<file path="src/rtl/mic_translator.sv">
// ============================================================================
// Module      : mic_translator
// Description : I2S master for a single microphone. It generates BCLK/LRCLK,
//               deserialises left-channel samples and writes them into a
//               circular sample buffer, pulsing start once per full buffer.
// Revision    : 1.0 - initial release
// ============================================================================
`default_nettype none
`timescale 1ns/1ps

module mic_translator #(
   parameter int ADDR_WIDTH = 3,
   parameter int DATA_WIDTH = 18,
   parameter int BCLK_HALF  = 2
) (
   input  logic                  clk,
   input  logic                  rst,
   input  logic                  DOUT,
   output logic                  BCLK,
   output logic                  LRCLK,
   output logic                  mic_we,
   output logic [ADDR_WIDTH-1:0] mic_addr,
   output logic [DATA_WIDTH-1:0] mic_data,
   output logic                  start
);

   localparam int                c_div_w    = (BCLK_HALF > 1) ? $clog2(BCLK_HALF) : 1;
   localparam logic [c_div_w-1:0] c_div_max = c_div_w'(BCLK_HALF - 1);
   localparam logic [5:0]        c_last_bit = 6'(DATA_WIDTH);
   localparam logic [ADDR_WIDTH-1:0] c_addr_max = {ADDR_WIDTH{1'b1}};

   logic [c_div_w-1:0]    r_div_cnt;
   logic                  r_bclk;
   logic                  r_lrclk;
   logic [5:0]            r_bit_cnt;
   logic [DATA_WIDTH-1:0] r_shift;
   logic                  r_done;
   logic                  r_we;
   logic                  r_start;
   logic [ADDR_WIDTH-1:0] r_addr;
   logic [DATA_WIDTH-1:0] r_data;

   logic                  w_div_wrap;
   logic                  w_rise;
   logic                  w_fall;
   logic [5:0]            w_bit_cnt_nxt;
   logic                  w_capture;
   logic                  w_last;

   always_comb begin
      w_div_wrap    = (r_div_cnt == c_div_max);
      w_rise        = w_div_wrap && !r_bclk;
      w_fall        = w_div_wrap && r_bclk;
      w_bit_cnt_nxt = w_fall ? (r_bit_cnt + 6'd1) : r_bit_cnt;
      // The MSB arrives one BCLK after LRCLK falls, hence bit 0 is skipped.
      w_capture     = w_rise && !r_lrclk &&
                      (r_bit_cnt >= 6'd1) && (r_bit_cnt <= c_last_bit);
      w_last        = w_capture && (r_bit_cnt == c_last_bit);
   end

   always_ff @(posedge clk) begin
      if (rst) begin
         r_div_cnt <= '0;
         r_bclk    <= 1'b0;
         r_lrclk   <= 1'b0;
         r_bit_cnt <= '0;
         r_shift   <= '0;
         r_done    <= 1'b0;
         r_we      <= 1'b0;
         r_start   <= 1'b0;
         r_addr    <= '0;
         r_data    <= '0;
      end else begin
         r_div_cnt <= w_div_wrap ? '0 : (r_div_cnt + c_div_w'(1));
         if (w_div_wrap)
            r_bclk <= ~r_bclk;
         r_bit_cnt <= w_bit_cnt_nxt;
         r_lrclk   <= w_bit_cnt_nxt[5];
         if (w_capture)
            r_shift <= {r_shift[DATA_WIDTH-2:0], DOUT};
         // Write strobe lands one cycle after the final bit is shifted in.
         r_done  <= w_last;
         r_we    <= r_done;
         r_start <= r_done && (r_addr == c_addr_max);
         if (r_done)
            r_data <= r_shift;
         if (r_we)
            r_addr <= r_addr + ADDR_WIDTH'(1);
      end
   end

   assign BCLK     = r_bclk;
   assign LRCLK    = r_lrclk;
   assign mic_we   = r_we;
   assign mic_addr = r_addr;
   assign mic_data = r_data;
   assign start    = r_start;

endmodule

`default_nettype wire

</file>
<file path="config.mk">
export PLATFORM = sky130hd
export DESIGN_NAME = mic_translator
export DESIGN_NICKNAME = d
export VERILOG_FILES = /design/src/rtl/mic_translator.sv
export SDC_FILE = /design/constraint.sdc
export NUM_CORES = 1
export LEC_CHECK = 0
export CAP_MARGIN = 20
export CORE_ASPECT_RATIO = 1.75
export CORE_UTILIZATION = 55
export CTS_BUF_LIST = sky130_fd_sc_hd__clkbuf_8
export DETAILED_ROUTE_END_ITERATION = 7
export HOLD_SLACK_MARGIN = 0.15
export PLACE_DENSITY = 0.81
export RECOVER_POWER = 50
export SETUP_SLACK_MARGIN = 0.5
export SYNTH_ARGS = -nofsm -noshare
export SYNTH_HDL_FRONTEND = slang
export SYNTH_SLANG_ARGS = --single-unit
</file>
<file path="constraint.sdc">
create_clock -name clk -period 2.1 [get_ports clk]
set_clock_uncertainty 0.2 [all_clocks]
set_input_delay 0.63 -clock clk [delete_from_list [all_inputs] [get_ports clk]]
set_output_delay 0.63 -clock clk [all_outputs]
set_load 0.02 [all_outputs]
</file>
==> results of run 1 <==
-- layout make-up --
cell class | count | area (um2)
Sequential cell | 50 | 1030
Fill cell | 243 | 793
Timing Repair Buffer | 45 | 474
Clock buffer | 5 | 68.8
Inverter | 2 | 12.5
Clock inverter | 3 | 43.8
Multi-Input combinational cell | 116 | 880
Tap cell | 45 | 56.3
-- cell families after synthesis --
logic type / after synthesis
AO/OA/AOI/OAI: 4
XOR/XNOR: 6
adder cells (fa/ha/maj): 6
buffers and inverters: 12
flip-flops: 50
multiplexers: 39
AND/OR/NAND/NOR: 61
-- worst max-delay path by stage --
stage                            start      endpoint  slack [ps]  depth (start not counted)
after floorplan           r_bit_cnt[1]   r_shift[10]         410                          7
after detailed placement           rst    r_shift[4]         160                          4
final                              rst         LRCLK         250                          3
after CTS                 r_bit_cnt[1]    r_shift[7]         320                          6
after global routing               rst  mic_data[13]         170                          3
after global placement             rst   r_shift[12]         170                          4
-- critical path, cell delays in order --
cell and delay (ps):
clkbuf_1 190, dlymetal6s4s_1 840, nor2_1 130
-- flip-flops by register name (all words and copies together), names as in the netlist --
name	flops
start	1
BCLK	1
mic_data	18
mic_we	1
LRCLK	1
r_bit_cnt	5
r_div_cnt	1
r_done	1
mic_addr	3
r_shift	18
-- synthesized netlist by cell type, drive strengths merged --
cell type / instances / area share, %
xor2: 4 / 1.8
clkbuf: 6 / 1.2
and3: 1 / 0.33
inv: 2 / 0.39
dfxtp: 50 / 52
xnor2: 2 / 0.91
and2: 2 / 0.65
nand2: 2 / 0.39
a21oi: 2 / 0.72
mux2i: 39 / 20
nor3: 1 / 0.26
nand2b: 21 / 6.8
a211o: 1 / 0.46
nor4: 1 / 0.33
o21ai: 1 / 0.26
nor2b: 1 / 0.33
nor2: 29 / 5.7
buf: 4 / 2.2
nand4: 2 / 0.65
nand3: 1 / 0.26
ha: 6 / 3.9
-- metal layers --
metal	global-route usage [%]	wire length, um
met1	24.1	1650
met2	37.2	2290
met3	5.39	136
met4	11.1	146
met5	0	0
-- what timing repair did --
item / CTS / global route
gates cloned: 0 / 3
buffers inserted: 7 / 4
setup endpoints to repair: 43 / 44
resized for setup: 171 / 14
pin swaps: 0 / 0
endpoints found under the hold margin: 0 / 0
hold buffers: 0 / 0
-- stage by stage --
step	hold WS, ps	instances	total power [mW]	setup slack, ps
2_1_floorplan	217	178	1.02	410
3_3_place_gp	234	244	1.03	175
3_5_place_dp	248	244	1.04	164
4_1_cts	274	259	1.71	323
5_1_grt	297	266	1.76	165
6_report	275	266	1.71	252
-- power by group through the flow --
stage | Combinational [mW] | Clock (mW) | Sequential (mW)
finish | 0.0733 | 0.683 | 0.955
global route | 0.0774 | 0.730 | 0.956
CTS | 0.0611 | 0.695 | 0.957
detailed placement | 0.0581 | 0 | 0.979
global placement | 0.0567 | 0 | 0.978
floorplan | 0.0416 | 0 | 0.980
==> metrics.md, run 1 <==
| Metric | Value |
|---|---|
| Status | `finished clean` |
| Total CTS buffers | `5` |
| Antenna Cells | `0` |
| Most common cell after layout, fill and taps aside | `mux2i_1` |
| H-tree depth | `2` |
| Post-DRT Antenna Nets | `0` |
| TritonCTS Sinks | `50` |
| Ports | `28` |
| Clk buf depth | `2` |
| Internal | `1.34 mW` |
| Syn_area_per_cell | `about 11 um2` |
| CP required | `between 2000 and 2500 ps` |
| Number of hold violations in the final report | `0` |
| Die footprint | `between 0.003 and 0.004 mm2` |
| Commonest cells after routing, fill and taps aside | `mux2i_1, nor2_1, dfxtp_1` |
| CTS Root Cell | `clkbuf_8` |
| WP data arrival | `1800 ps` |
| Fin. max-slew vios | `0` |
| Utilization after layout | `76.4%` |
| DR vias | `between 1k and 1.5k` |
| Crit Path Class | `primary input to flip-flop` |
| Synth Warn # | `0` |
| Flop pwr share | `55.8%` |
| DIE HEIGHT | `roughly 80 um` |
| Reg-to-reg endpoint | `r_shift[15]` |
| Iteration-0 DRC Markers | `34` |
| DRT Wirelength | `between 4000 and 5000 um` |
| Critical path fanouts, max | `25` |
| Final #Nets | `229` |
| Largest family of logic cells by synthesized area | `multiplexers` |
| Layout cells sized above 1 | `33.5%` |
| Post-Synthesis Cells | `approximately 180` |
| Largest net degree at the start of global routing | `51` |
| Max cap viols | `0` |
| Worst r2r path cells | `6` |
| Dpl cell area | `~0.0022 mm2` |
| Switching Share | `21.5%` |
| Total GRT Usage | `22.0%` |
| Post-Synth XOR/XNOR Area | `under 10%` |
| CTS tree | `done` |
| Clock power frac | `39.9%` |
| FMAX | `0.541 GHz` |
| Area grow syn2layout | `33.9%` |
| Worst setup EP type | `flip-flop` |
| Design area | `between 0.002 and 0.003 mm2` |
| Synthesized-area fraction occupied by adder cells | `3.91%` |
| Setup TNS | `0 ps` |
| Seq/Total Area, Yosys | `52.2%` |
| Clock Latency Late Sink | `between 300 and 400 ps` |
| Max transition margin | `37.1%` |
| P per Cell Area | `666 mW/mm2` |
| Gp weighted congestion | `around 0.72` |
| Fin crit share | `88.0%` |
| Port Buf Inserts | `27` |
| DR WL/cell | `15.9 um` |
| # setup viols final | `0` |
| Synth Cell Area | `0.00192 mm2` |
| Post-synthesis simple-gate area fraction | `15.7%` |
| DP HPWL | `between 2000 and 2500 um` |
| Psw | `around 0.37 mW` |
| RR Startpoint | `r_bit_cnt[0]` |
| Leakage Power | `0.980 nW` |
| DRC errors left | `0` |
| DRT Pass-1 Iters | `4` |
| Clk pin slew, worst setup/hold paths | `80 ps` |
| RSZ-0062 raised after global routing | `yes` |
| Grt ovf | `0` |
| DR vias/cell | `5.18` |
| Vias in the first global route | `1,349` |
| First-pass GRT wire length | `between 5000 and 6000 um` |
| Initial antenna violation count | `0` |
| Std-Cell Rows | `28` |
| Tmin final | `1850 ps` |
| Hold Path Origin | `r_div_cnt` |
| Synthesized flop and latch total | `50` |
| Yosys cell types | `24` |
| Comb power frac | `approximately 4.3%` |
| Compound-Gate Fraction of Synth Area | `1.43%` |
| Startpoint Class | `primary input` |
| Hold Path Class | `flip-flop to flip-flop` |
| Max IR drop VDD | `approximately 0.64 mV` |
| Starting density of the core | `between 50% and 60%` |
| Hold Crit Endpoint | `r_div_cnt` |
| Syn nets | `187` |
| Mux contribution to synthesized area | `20.3%` |
| Hold Crit Depth | `1` |
| DIE WIDTH | `46.7 um` |
| R2r setup slk | `approximately 260 ps` |
| Core area | `roughly 0.0034 mm2` |
| Pin slew with the least headroom to its limit | `944 ps` |
Power figures use the tool's default switching activity.
==> inputs of run 2 (changes only) <==
--- a/config.mk
+++ b/config.mk
@@ -10,10 +10,12 @@
 export CORE_UTILIZATION = 55
 export CTS_BUF_LIST = sky130_fd_sc_hd__clkbuf_8
 export DETAILED_ROUTE_END_ITERATION = 7
+export GPL_ROUTABILITY_DRIVEN = 0
 export HOLD_SLACK_MARGIN = 0.15
 export PLACE_DENSITY = 0.81
 export RECOVER_POWER = 50
 export SETUP_SLACK_MARGIN = 0.5
+export SKIP_LAST_GASP = 1
 export SYNTH_ARGS = -nofsm -noshare
 export SYNTH_HDL_FRONTEND = slang
 export SYNTH_SLANG_ARGS = --single-unit
==> results of run 2 <==
No change in the layout: final DEF, timing and power equal those of run 1.
==> inputs of run 3 (changes only) <==
--- a/config.mk
+++ b/config.mk
@@ -5,10 +5,12 @@
 export SDC_FILE = /design/constraint.sdc
 export NUM_CORES = 1
 export LEC_CHECK = 0
+export ABC_AREA = 1
 export CAP_MARGIN = 20
 export CORE_ASPECT_RATIO = 1.75
-export CORE_UTILIZATION = 55
+export CORE_UTILIZATION = 56
 export CTS_BUF_LIST = sky130_fd_sc_hd__clkbuf_8
+export CTS_CLUSTER_SIZE = 16
 export DETAILED_ROUTE_END_ITERATION = 7
 export GPL_ROUTABILITY_DRIVEN = 0
 export HOLD_SLACK_MARGIN = 0.15
==> run 3 against run 2 <==
  * Combinational power grew to 3.0 times the previous value
  * Clock-buffer cell count is 1 higher
  * Via count is 52% higher
  * Largest cell class unchanged
  * Fmax is 2.3% lower
  * Core utilization is 9.9 points higher
  * Non-clock buffer count is 8 higher
  * Global-route usage is 9.9 points higher
==> metrics.md, run 3 <==
| Metric | Value |
|---|---|
| Status | `finished clean` |
| Clock power frac | `36.3% (-3.6 points)` |
| Fin crit share | `90.0% (+2.0 points)` |
| Synth top area cells | `dfxtp_1, nor2_1, nand3_1` |
| Worst setup EP type | `flip-flop` |
| Commonest cells after routing, fill and taps aside | `nor2_1, nand2_1, dfxtp_1, buf_6, inv_1` |
| Antenna Cells | `0 (unchanged)` |
| # setup viols final | `0 (unchanged)` |
| Post-Synthesis Cells | `263 (+48%)` |
| RSZ-0062 raised after global routing | `yes` |
| Ys flop type | `dfxtp_1` |
| Switching Share | `24.1% (+2.6 points)` |
| Max cap viols | `0 (unchanged)` |
| Clk pin slew, worst setup/hold paths | `90 ps (about the same)` |
| Largest net degree at the start of global routing | `44 (-14%)` |
| Startpoint Class | `primary input` |
| CTS Root Cell | `clkbuf_8` |
| FMAX | `0.529 GHz (-2.3%)` |
| Post-synth top area cell | `dfxtp_1` |
| Clock Latency Late Sink | `300 ps (about the same)` |
| Utilization after layout | `86.3% (+9.9 points)` |
| DR vias | `2,090 (+52%)` |
| Tmin final | `1890 ps (+43.0 ps)` |
| Post-synth top cells | `dfxtp_1, nor2_1, nand2_1, inv_1, nand3_1` |
| Share of the synthesized area in the top cell type | `48.6% (-3.6 points)` |
| Total CTS buffers | `5 (unchanged)` |
| Flop pwr share | `52.2% (-3.6 points)` |
| Total GRT Usage | `31.9% (+9.9 points)` |
| Max transition margin | `74.1% (+37 points)` |
| Starting density of the core | `60.0% (+3.0 points)` |
| Iteration-0 DRC Markers | `162 (+380%)` |
| Critical path fanouts, max | `21 (-16%)` |
| Final #Nets | `322 (+41%)` |
| DIE HEIGHT | `82.3 um (+2.6%)` |
| Dpl cell area | `0.00234 mm2 (+4.5%)` |
| Area grow syn2layout | `43.8%` |
| Syn nets | `272 (+45%)` |
| Top-count cell post-synth | `dfxtp_1` |
| Std-Cell Rows | `28 (unchanged)` |
| Internal | `1.45 mW (+7.7%)` |
| Comb power frac | `11.6% (+7.3 points)` |
| Die footprint | `0.00394 mm2 (+5.3%)` |
| Post-DRT Antenna Nets | `0 (unchanged)` |
| Synthesized flop and latch total | `50 (unchanged)` |
| Max IR drop VDD | `0.749 mV (+17%)` |
| Hold WS | `284 ps (+9.00 ps)` |
| DRT Pass-1 Iters | `5 (+1)` |
| Most common cell after layout, fill and taps aside | `nor2_1` |
| Non-Filler Instances | `358 (+35%)` |
| Port Buf Inserts | `27 (unchanged)` |
| P per Cell Area | `643 mW/mm2 (-3.5%)` |
| Synth Cell Area | `0.00206 mm2 (+7.4%)` |
| Leakage Power | `1.24 nW (+27%)` |
| DRT Wirelength | `7200 um (+71%)` |
| Initial antenna violation count | `0 (unchanged)` |
| Hold Path Class | `flip-flop to flip-flop` |
| Fin. max-slew vios | `0 (unchanged)` |
| Setup TNS | `0 ps (unchanged)` |
| First-pass GRT wire length | `8940 um (+54%)` |
| H-tree depth | `2 (unchanged)` |
| EDFF count, synth | `0 (unchanged)` |
| Grt ovf | `0 (unchanged)` |
| Asr flop ratio synth | `0% (unchanged)` |
| Crit Path Class | `primary input to flip-flop` |
| Vias in the first global route | `1,937 (+44%)` |
| DIE WIDTH | `47.9 um (+2.6%)` |
| WP data arrival | `1870 ps (+70 ps)` |
| Layout cells sized above 1 | `40.9% (+7.4 points)` |
| Final worst setup slack | `209 ps (-43.0 ps)` |
| Clk buf depth | `2 (unchanged)` |
| Number of hold violations in the final report | `0 (unchanged)` |
| Design area | `0.00296 mm2 (+15%)` |
| DR WL/cell | `20.1 um (+27%)` |
| DR vias/cell | `5.84 (+13%)` |
| Core area | `0.00343 mm2 (+2.1%)` |
| DRC errors left | `0 (unchanged)` |
| CP required | `2080 ps (+20 ps)` |
| Dpl cells | `326 (+34%)` |
| CTS Hold Buffers Added | `0 (unchanged)` |
| Overall Power | `1.91 mW (+11%)` |
| Ports | `28 (unchanged)` |
| Seq/Total Area, Yosys | `48.6% (-3.6 points)` |
| Synth Warn # | `0 (unchanged)` |
| DP HPWL | `2670 um (+15%)` |
| Syn_area_per_cell | `7.84 um2 (-27%)` |
| Pin slew with the least headroom to its limit | `387 ps (-557 ps)` |
| Psw | `0.459 mW (+25%)` |
| CTS tree | `done` |
| TritonCTS Sinks | `50 (unchanged)` |
| Setup WS pre-CTS | `197 ps (+33.8 ps)` |
| Yosys cell types | `25 (+4.2%)` |
## run 3: routing by layer
metal  GRT usage, %  part of all wire, %  up-vias
met1           36.7                   34      996
met5              0                    0        -
met3           8.48                  8.4       37
met4           15.3                  5.9        0
li1               -                    -      940
met2           52.6                   52      117
## run 3: final timing paths
kind                              startpoint           end  slack, ps  depth (start not counted)
worst max-delay path                     rst  mic_data[17]        210                          5
worst min register to register    r_shift[6]   mic_data[6]        280                          2
worst min-delay path              r_shift[6]   mic_data[6]        280                          2
worst max register to register  r_bit_cnt[1]    r_shift[3]        300                         10
## run 3: final cells by class
cell class                 instances  area (um2)
sequential                        50        1040
multi-input combinational        170        1030
fill                             173         469
timing repair buffer              53         582
clock inverter                     1        30.0
clock buffer                       6        82.6
tap                               45        56.3
inverter                          33         144
## run 3: repair_timing
item,4_1_cts,5_1_grt
buffers inserted,16,4
setup endpoints to repair,43,61
pin swaps,19,8
resized for setup,202,30
cloned,2,3
## run 3: worst max-delay path: stages
cell and delay, ps:
clkdlybuf4s25_1 290, clkinvlp_2 360, clkbuf_16 330, o21ai_0 150, nor2_1 110
## run 3: logic make-up after synthesis
group / count (synthesis) / synth area share (%)
AND/OR/NAND/NOR: 116 / 26.6
buffers and inverters: 45 / 9.84
XOR/XNOR: 1 / 0.425
flip-flops: 50 / 48.6
AO/OA/AOI/OAI: 45 / 10.9
adder cells (fa/ha/maj): 6 / 3.64
## run 3: power groups by stage
stage	Clock [mW]	Sequential, mW	Combinational, mW
final	0.691	0.994	0.220
after global routing	0.723	0.996	0.240
after CTS	0.686	0.989	0.164
after detailed placement	0	1.01	0.125
after global placement	0	1.01	0.122
after floorplan	0	1.01	0.100
